<file path="config.mk">
export PLATFORM = sky130hd
export DESIGN_NAME = shared_reg_arbiter
export DESIGN_NICKNAME = d
export VERILOG_FILES = /design/src/rtl/shared_reg_arb_pkg.sv /design/src/rtl/shared_reg_store.sv /design/src/rtl/shared_reg_arbiter.sv
export SDC_FILE = /design/constraint.sdc
export NUM_CORES = 1
export LEC_CHECK = 0
export ABC_AREA = 0
export CAP_MARGIN = 20
export CORE_ASPECT_RATIO = 0.75
export CORE_MARGIN = 8
export CORE_UTILIZATION = 55
export CTS_CLUSTER_SIZE = 28
export DETAILED_ROUTE_END_ITERATION = 8
export PLACE_DENSITY = 0.87
export SYNTH_ARGS = -nofsm -noshare
export SYNTH_HDL_FRONTEND = slang
export SYNTH_SLANG_ARGS = --single-unit
</file>
<file path="constraint.sdc">
create_clock -name clk -period 5.45 [get_ports clk]
set_clock_uncertainty 0.1 [all_clocks]
set_input_delay 0.545 -clock clk [delete_from_list [all_inputs] [get_ports clk]]
set_output_delay 0.545 -clock clk [all_outputs]
set_load 0.005 [all_outputs]
</file>
<file path="src/rtl/shared_reg_arb_pkg.sv">
// Shared types and defaults for the shared-register write arbiter.
package shared_reg_arb_pkg;

  typedef enum logic [1:0] {
    IDLE  = 2'd0,
    WRITE = 2'd1,
    ACK   = 2'd2
  } arb_state_t;

  localparam int unsigned ARB_N_DEF = 4;
  localparam int unsigned ARB_W_DEF = 8;

  // Width of a requester index; at least one bit even for a single requester.
  function automatic int unsigned arb_idx_w(input int unsigned n);
    return (n > 1) ? $clog2(n) : 1;
  endfunction

endpackage

</file>
<file path="src/rtl/shared_reg_store.sv">
// Enable-gated W-bit register with asynchronous active-high reset.
// q_n is derived from the same flops so it can never disagree with q.
module shared_reg_store #(
  parameter int unsigned W = 8
) (
  input  logic         clk,
  input  logic         reset,
  input  logic         en,
  input  logic [W-1:0] d,
  output logic [W-1:0] q,
  output logic [W-1:0] q_n
);

  logic [W-1:0] data_q;

  // Load d when enabled; clear immediately on reset.
  always_ff @(posedge clk or posedge reset) begin
    if (reset) begin
      data_q <= '0;
    end else if (en) begin
      data_q <= d;
    end
  end

  assign q   = data_q;
  assign q_n = ~data_q;

endmodule

</file>
<file path="src/rtl/shared_reg_arbiter.sv">
// Round-robin write arbiter in front of one shared W-bit register.
// Each write runs IDLE -> WRITE -> ACK and returns a one-hot ack.
// Optional: define ARB_LOCK_EN to add a per-requester lock input that
// holds the round-robin pointer on the locked winner.
module shared_reg_arbiter
  import shared_reg_arb_pkg::*;
#(
  parameter int unsigned N = ARB_N_DEF,
  parameter int unsigned W = ARB_W_DEF,
  localparam int unsigned GW = arb_idx_w(N)
) (
  input  logic           clk,
  input  logic           reset,
  input  logic [N-1:0]   req,
  input  logic [N*W-1:0] wdata,
`ifdef ARB_LOCK_EN
  input  logic [N-1:0]   lock,
`endif
  output logic [N-1:0]   ack,
  output logic [GW-1:0]  gnt_id,
  output logic           busy,
  output logic [W-1:0]   q,
  output logic [W-1:0]   q_n
);

  arb_state_t    state_q;
  logic [GW-1:0] ptr_q;
  logic [GW-1:0] gnt_id_q;
  logic [N-1:0]  ack_q;
  logic          busy_q;
  logic [W-1:0]  cap_q;

  logic          win_found;
  logic [GW-1:0] win_id;
  logic [W-1:0]  win_data;
  logic [GW-1:0] ptr_d;

  // First asserted request scanning upward from ptr, wrapping by compare.
  always_comb begin
    int unsigned idx;
    win_found = 1'b0;
    win_id    = '0;
    win_data  = '0;
    idx       = 0;
    for (int unsigned k = 0; k < N; k++) begin
      idx = 32'(ptr_q) + k;
      if (idx >= N) begin
        idx = idx - N;
      end
      if (!win_found && req[GW'(idx)]) begin
        win_found = 1'b1;
        win_id    = GW'(idx);
        win_data  = wdata[idx*W +: W];
      end
    end
  end

  // Pointer moves one past the winner unless the winner holds its lock.
  always_comb begin
    ptr_d = (gnt_id_q == GW'(N - 1)) ? '0 : gnt_id_q + GW'(1);
`ifdef ARB_LOCK_EN
    if (lock[gnt_id_q]) begin
      ptr_d = gnt_id_q;
    end
`endif
  end

  // Write sequencer with registered ack/busy/gnt_id.
  always_ff @(posedge clk or posedge reset) begin
    if (reset) begin
      state_q  <= IDLE;
      ptr_q    <= '0;
      gnt_id_q <= '0;
      ack_q    <= '0;
      busy_q   <= 1'b0;
      cap_q    <= '0;
    end else begin
      case (state_q)
        IDLE: begin
          ack_q <= '0;
          if (win_found) begin
            gnt_id_q <= win_id;
            cap_q    <= win_data;
            busy_q   <= 1'b1;
            state_q  <= WRITE;
          end
        end
        WRITE: begin
          ack_q   <= N'(1) << gnt_id_q;
          state_q <= ACK;
        end
        ACK: begin
          ack_q   <= '0;
          busy_q  <= 1'b0;
          ptr_q   <= ptr_d;
          state_q <= IDLE;
        end
        default: begin
          ack_q   <= '0;
          busy_q  <= 1'b0;
          state_q <= IDLE;
        end
      endcase
    end
  end

  shared_reg_store #(
    .W (W)
  ) u_store (
    .clk   (clk),
    .reset (reset),
    .en    (state_q == WRITE),
    .d     (cap_q),
    .q     (q),
    .q_n   (q_n)
  );

  assign ack    = ack_q;
  assign gnt_id = gnt_id_q;
  assign busy   = busy_q;

endmodule

</file>
==> results of run 1 <==
Yosys cell counts, types with 2 or more instances:
library cell / count / share of area
a211oi_1: 2 / 0.0057
a21oi_1: 3 / 0.0057
a221oi_1: 3 / 0.010
a22oi_1: 8 / 0.023
and2_0: 8 / 0.019
and2_1: 5 / 0.012
buf_2: 9 / 0.017
buf_4: 5 / 0.014
buf_6: 3 / 0.013
clkbuf_1: 5 / 0.0072
dfrtp_1: 27 / 0.26
ha_1: 7 / 0.033
inv_1: 21 / 0.030
mux2_1: 8 / 0.034
mux2_2: 13 / 0.056
mux2_4: 2 / 0.011
mux2i_1: 3 / 0.011
mux4_2: 23 / 0.20
nand2_1: 20 / 0.029
nand2b_1: 2 / 0.0048
nor2_1: 14 / 0.020
nor3_1: 2 / 0.0038
o211ai_1: 9 / 0.026
o21a_1: 8 / 0.023
o21ai_0: 11 / 0.021
o21ai_1: 2 / 0.0038
o221ai_1: 8 / 0.027
o22ai_1: 2 / 0.0048
o31ai_1: 2 / 0.0057
stage by stage:
stage | utilization | worst slack [ns]
6_report | 0.725 | 2.42
2_1_floorplan | - | 2.87
5_1_grt | 0.725 | 2.29
3_5_place_dp | 0.703 | 2.03
4_1_cts | 0.713 | 1.98
3_3_place_gp | 0.701 | 2.19
kinds of logic (layout without fill, tap and decap cells):
group / count (synthesis) / in the layout / synth area share
buffers and inverters: 44 / 91 / 0.0832
DFF: 27 / 27 / 0.258
muxes: 51 / 51 / 0.330
and+or+nand+nor: 56 / 56 / 0.109
adders and majority gates: 7 / 7 / 0.0335
AOI/OAI and AO/OA: 64 / 64 / 0.186
state kept, by name (all words and copies together) (netlist names):
signal     count
busy           1
u_store.q      8
cap_q          8
ptr_q          2
gnt_id         2
ack            4
state_q        2
final cells by class:
| class | count | area share |
|---|---|---|
| multi-input combinational | 178 | 0.526 |
| tap | 57 | 0.0218 |
| clock buffer | 3 | 0.0126 |
| sequential | 27 | 0.206 |
| clock inverter | 1 | 0.00153 |
| inverter | 22 | 0.0252 |
| timing repair buffer | 65 | 0.207 |
per-layer routing:
layer | vias to the layer above | wire (um) | part of all wire | track usage
met5 | - | 0 | 0 | 0
met4 | 0 | 62 | 0.0094 | 0.0424
met3 | 10 | 576 | 0.088 | 0.0285
met2 | 110 | 3150 | 0.48 | 0.288
met1 | 1109 | 2790 | 0.42 | 0.254
li1 | 1032 | - | - | -
where the power goes:
group	internal (mW)	switching (mW)	leakage [nW]	total (mW)
Clock	0.0511	0.0607	0.0255	0.112
Sequential	0.295	0.0549	0.337	0.350
Combinational	0.717	0.678	0.913	1.40
worst max-delay path by stage:
| stage | start | end |
|---|---|---|
| after CTS | ptr_q[1]$_DFFE_PP0N_ | cap_q[1]$_DFFE_PP0P_ |
| after global placement | ptr_q[1]$_DFFE_PP0N_ | cap_q[6]$_DFFE_PP0P_ |
| final | ptr_q[1]$_DFFE_PP0N_ | cap_q[1]$_DFFE_PP0P_ |
| after global routing | ptr_q[1]$_DFFE_PP0N_ | cap_q[3]$_DFFE_PP0P_ |
| after floorplan | ptr_q[1]$_DFFE_PP0N_ | cap_q[5]$_DFFE_PP0P_ |
| after detailed placement | ptr_q[1]$_DFFE_PP0N_ | cap_q[1]$_DFFE_PP0P_ |
worst reg2reg max path: cells and delay by family, from the launching register on:
family / cells / cell delay, ns
AO/OA/AOI/OAI: 3 / 0.73
flip-flops: 1 / 0.34
adder cells (fa/ha/maj): 1 / 0.42
multiplexers: 2 / 0.71
buffers and inverters: 3 / 0.66
==> metrics.md, run 1 <==
| Metric | Value |
|---|---|
| N_diodes | `0` |
| Syn Nets | `294` |
| Worst Reg-to-Reg Cells | `9` |
| CP Max Fanout | `29` |
| Least-Margin Pin Slew | `0.991 ns` |
| FF-to-FF End | `cap_q[1]$_DFFE_PP0P_` |
| Final hold vios | `0` |
| Drt via density | `6.41` |
| Setup CP Type | `flip-flop to flip-flop` |
| Die X | `95.6 um` |
| CTS max path bufs | `2` |
| Non-Filler Instances | `353` |
| Tcrit/Tclk final | `0.556` |
| Tmin final | `3.03 ns` |
| Pwr dens | `566 mW/mm^2` |
| VDD IR max | `0.309 mV` |
| Crit path buf inv count | `3` |
| Area Overhead vs Synth | `25.3%` |
| Fin area | `0.00328 mm^2` |
| # fillers | `322` |
| Rel. slew slack | `0.337` |
| Async SR Flop Fraction | `1.00` |
| Post-CTS setup repair buffer count | `0` |
| Vias in the first global route | `2164` |
| Post-synth cell types | `43` |
| Worst min-delay path class | `primary input to asynchronous set/reset pin` |
| WHS | `0.384 ns` |
| CP max stage cell | `ha_1` |
| Status | `finished, final reports clean` |
| Initial core utilization | `0.579` |
| Final net count | `342` |
| Root Buffer | `clkbuf_8` |
| Largest net degree at the start of global routing | `53` |
| Worst reg2reg setup slack | `2.42 ns` |
| Crit-path max cell delay | `0.42 ns` |
| Area of the mapped netlist | `0.00262 mm^2` |
| Clk_lat worst skew | `0.27 ns` |
| Grt total ovfl | `0` |
| Commonest non-fill, non-tap cells in the layout | `60 x clkdlybuf4s50_1, 26 x dfrtp_1, 23 x mux4_2` |
| Num CTS Buffers | `3` |
| Critical path startpoint category | `flip-flop` |
| Register bit total from synthesis | `27` |
| CTS sink count | `27` |
| Routed len/inst | `18.6 um` |
| Max-slew violation count | `0` |
| DP Wirelength | `4960 um` |
| Post-CTS resize count | `0` |
| FF/Latch Area | `677 um^2` |
| First-pass GRT wire length | `10600 um` |
| Main synth FF type | `dfrtp_1` |
| Placed cells | `347` |
| Worst EP arrival | `3.11 ns` |
| Fraction of layout cells with a size suffix above 1 | `0.182` |
| Area of the multi-input gates | `0.00172 mm^2` |
| Final wirelength | `6570 um` |
| Remaining DRCs | `0` |
| Achievable Freq | `330 MHz` |
| EDFF count, synth | `0` |
| Unrepaired setup endpoints after global routing | `no` |
| Initial antenna violation count | `0` |
| Total GRT Usage | `0.181` |
| # setup viols final | `0` |
| Initial drt markers | `227` |
| CP cell instances | `buf_4, inv_1, ha_1, buf_16, mux2_4, mux2_2, o21ai_2, o221ai_1, o211ai_1` |
| # H-tree levels | `1` |
| Static Leakage | `1.28 nW` |
| Site Rows | `21` |
| Overall power | `1.86 mW` |
| CP required | `5.53 ns` |
| Placed cell areas | `0.00318 mm^2` |
| Die outline height | `75.7 um` |
| Vias | `2261` |
| Max Cap Viol | `0` |
| Yosys warning total | `0` |
| CTS tree | `done` |
| Hold bufs inserted after CTS | `0` |
| Cell count after synthesis | `249` |
| I/O pins | `61` |
| Stages on the worst setup path | `9` |
| GP Congestion | `0.831` |
| Core Region | `0.00452 mm^2` |
| Port Buf Inserts | `60` |
| Die area | `0.00724 mm^2` |
| Sequential share of the synthesized area | `0.258` |
| Clk slew on worst S/H paths | `0.09 ns` |
| Delay-heaviest family, CP | `compound AO/OA/AOI/OAI gates` |
| Reg2reg start | `ptr_q[1]$_DFFE_PP0N_` |
| DRT antenna net count | `0` |
| Commonest non-fill, non-tap cell in the layout | `clkdlybuf4s50_1` |
| Syn Area/Cell | `10.5 um^2` |
| Worst setup EP type | `flip-flop` |
| Setup_tns | `0 ns` |
| Pre-Repair DR Iteration Count | `4` |
Power figures use the tool's default switching activity.
==> run 2, diff against run 1 <==
Settings changed: CORE_UTILIZATION 55 to 46, PLACE_DENSITY 0.87 to 0.77.
Clock period 5.45 ns to 2.5 ns, I/O delays scaled along.
==> run 2 against run 1 <==
  * Via count shrank 2.4%
  * Clock power is 110% higher
  * Non-clock buffer count rose by 11
  * Critical path type unchanged
  * Critical endpoint unchanged
  * Largest cell class unchanged
  * Highest routed layer unchanged
==> metrics.md, run 2 (same netlist as run 1, synthesis figures left out) <==
| Metric | Value |
|---|---|
| # H-tree levels | `1` |
| Met3 usage | `0.0265` |
| Final net count | `353` |
| Die area | `0.00838 mm^2` |
| Unrepaired setup endpoints after global routing | `no` |
| Initial drt markers | `82` |
| Area Overhead vs Synth | `28.6%` |
| Commonest non-fill, non-tap cells in the layout | `60 x clkdlybuf4s50_1, 26 x dfrtp_1, 23 x mux4_2` |
| Site Rows | `23` |
| Worst reg2reg setup slack | `0.11 ns` |
| Initial antenna violation count | `0` |
| Worst Reg-to-Reg Cells | `8` |
| Setup CP Type | `flip-flop to flip-flop` |
| Worst setup EP type | `flip-flop` |
| CTS tree | `done` |
| Drt via density | `5.77` |
| Rel. slew slack | `0.548` |
| Vias in the first global route | `2096` |
| Status | `finished, final reports clean` |
| Total GRT Usage | `0.156` |
| Setup_tns | `0 ns` |
| Die X | `103 um` |
| Routed len/inst | `16.9 um` |
| Num CTS Buffers | `3` |
| VDD IR max | `0.532 mV` |
| Root Buffer | `clkbuf_8` |
| Final wirelength | `6460 um` |
| Vias | `2206` |
| Core Region | `0.00541 mm^2` |
| Clk_lat worst skew | `0.26 ns` |
| Crit-path max cell delay | `0.48 ns` |
| Final WS setup | `0.113 ns` |
| Static Leakage | `1.31 nW` |
| Global routing's busiest layer | `met1` |
| DP Wirelength | `5060 um` |
| Least-Margin Pin Slew | `0.678 ns` |
| Tcrit/Tclk final | `0.955` |
| Pre-Repair DR Iteration Count | `4` |
| CP cell instances | `clkinv_1, ha_2, buf_12, nand2b_1, or4_1, a21oi_4, o211ai_4, o211ai_1` |
| CTS sink count | `27` |
| CP Max Fanout | `15` |
| Achievable Freq | `419 MHz` |
| Tmin final | `2.39 ns` |
| I/O pins | `61` |
| Worst EP arrival | `2.47 ns` |
| CP max stage cell | `or4_1` |
| # setup viols final | `0` |
| Commonest non-fill, non-tap cell in the layout | `clkdlybuf4s50_1` |
| First-pass GRT wire length | `10500 um` |
| Largest net degree at the start of global routing | `53` |
| Worst min-delay path class | `primary input to asynchronous set/reset pin` |
| Reg2reg start | `ptr_q[0]$_DFFE_PP0N_` |
| Global routing usage on met2 | `0.229` |
| Dpl ws | `0.0442 ns` |
| DRT antenna net count | `0` |
| Remaining DRCs | `0` |
| Final hold vios | `0` |
| FF-to-FF End | `cap_q[1]$_DFFE_PP0P_` |
| Pwr dens | `1230 mW/mm^2` |
| Max-slew violation count | `0` |
| Met1 GRT Util | `0.231` |
| Initial core utilization | `0.484` |
| CTS max path bufs | `2` |
| Max Cap Viol | `0` |
| Port Buf Inserts | `60` |
| GP Congestion | `0.870` |
| Die outline height | `81.3 um` |
| CP required | `2.58 ns` |
| Post-CTS setup repair buffer count | `0` |
| Critical path startpoint category | `flip-flop` |
| Clk slew on worst S/H paths | `0.09 ns` |
| Grt total ovfl | `0` |
| N_diodes | `0` |
| Fraction of layout cells with a size suffix above 1 | `0.212` |
run 2: changes by cell type in the layout (fill, tap and decap cells not counted), sizes merged:
cell    delta
buf       +11
clkinv     -1
clkbuf     +1
run 2: worst max-delay path by stage:
stage,cells past startpoint,end,from
final,8,cap_q[1]$_DFFE_PP0P_,ptr_q[0]$_DFFE_PP0N_
after detailed placement,8,cap_q[1]$_DFFE_PP0P_,ptr_q[0]$_DFFE_PP0N_
after global placement,7,cap_q[4]$_DFFE_PP0P_,ptr_q[0]$_DFFE_PP0N_
after floorplan,11,cap_q[5]$_DFFE_PP0P_,ptr_q[1]$_DFFE_PP0N_
after global routing,8,cap_q[4]$_DFFE_PP0P_,ptr_q[0]$_DFFE_PP0N_
after CTS,8,cap_q[1]$_DFFE_PP0P_,ptr_q[0]$_DFFE_PP0N_
run 2: metal layers:
| metal | share of wire | routed length [um] |
|---|---|---|
| met1 | 0.46 | 2960 |
| met2 | 0.44 | 2850 |
| met3 | 0.087 | 561 |
| met4 | 0.013 | 85 |
| met5 | 0 | 0 |
run 2: per-stage QoR:
stage,hold WS [ns],util,power (mW),std cells,cell area [um^2]
floorplan,0.203,-,3.00,249,2620
global placement,0.359,0.612,3.82,378,3310
detailed placement,0.364,0.612,3.90,378,3310
CTS,0.250,0.620,4.15,382,3350
global route,0.292,0.622,4.49,382,3360
finish,0.241,0.622,4.15,382,3360
run 2: cell type report:
cell class / count / area (um^2)
fillers: 484 / 2050
clock buffers: 4 / 45.0
repair buffers: 76 / 733
well taps: 75 / 93.8
multi-input cells: 178 / 1730
flip-flops and latches: 27 / 677
inverters: 22 / 82.6
run 2: worst max-delay path, delay by kind of cell, from the launching register on:
family | cells | cell delay [ns]
buffers and inverters | 2 | 0.25
AND/OR/NAND/NOR | 2 | 0.64
flip-flops | 1 | 0.37
adder cells (fa/ha/maj) | 1 | 0.35
AO/OA/AOI/OAI | 3 | 0.59
run 2: what timing repair did:
action / in CTS / in global routing
hold buffers: 0 / 0
gates resized for setup: 0 / 2
endpoints found under the setup margin: 0 / 8
run 2: power breakdown:
part / switching (mW) / total (mW) / leakage [nW] / internal, mW
Clock: 0.125 / 0.239 / 0.0228 / 0.114
Combinational: 1.52 / 3.16 / 0.955 / 1.64
Sequential: 0.115 / 0.757 / 0.337 / 0.642
Total: 1.76 / 4.15 / 1.31 / 2.40
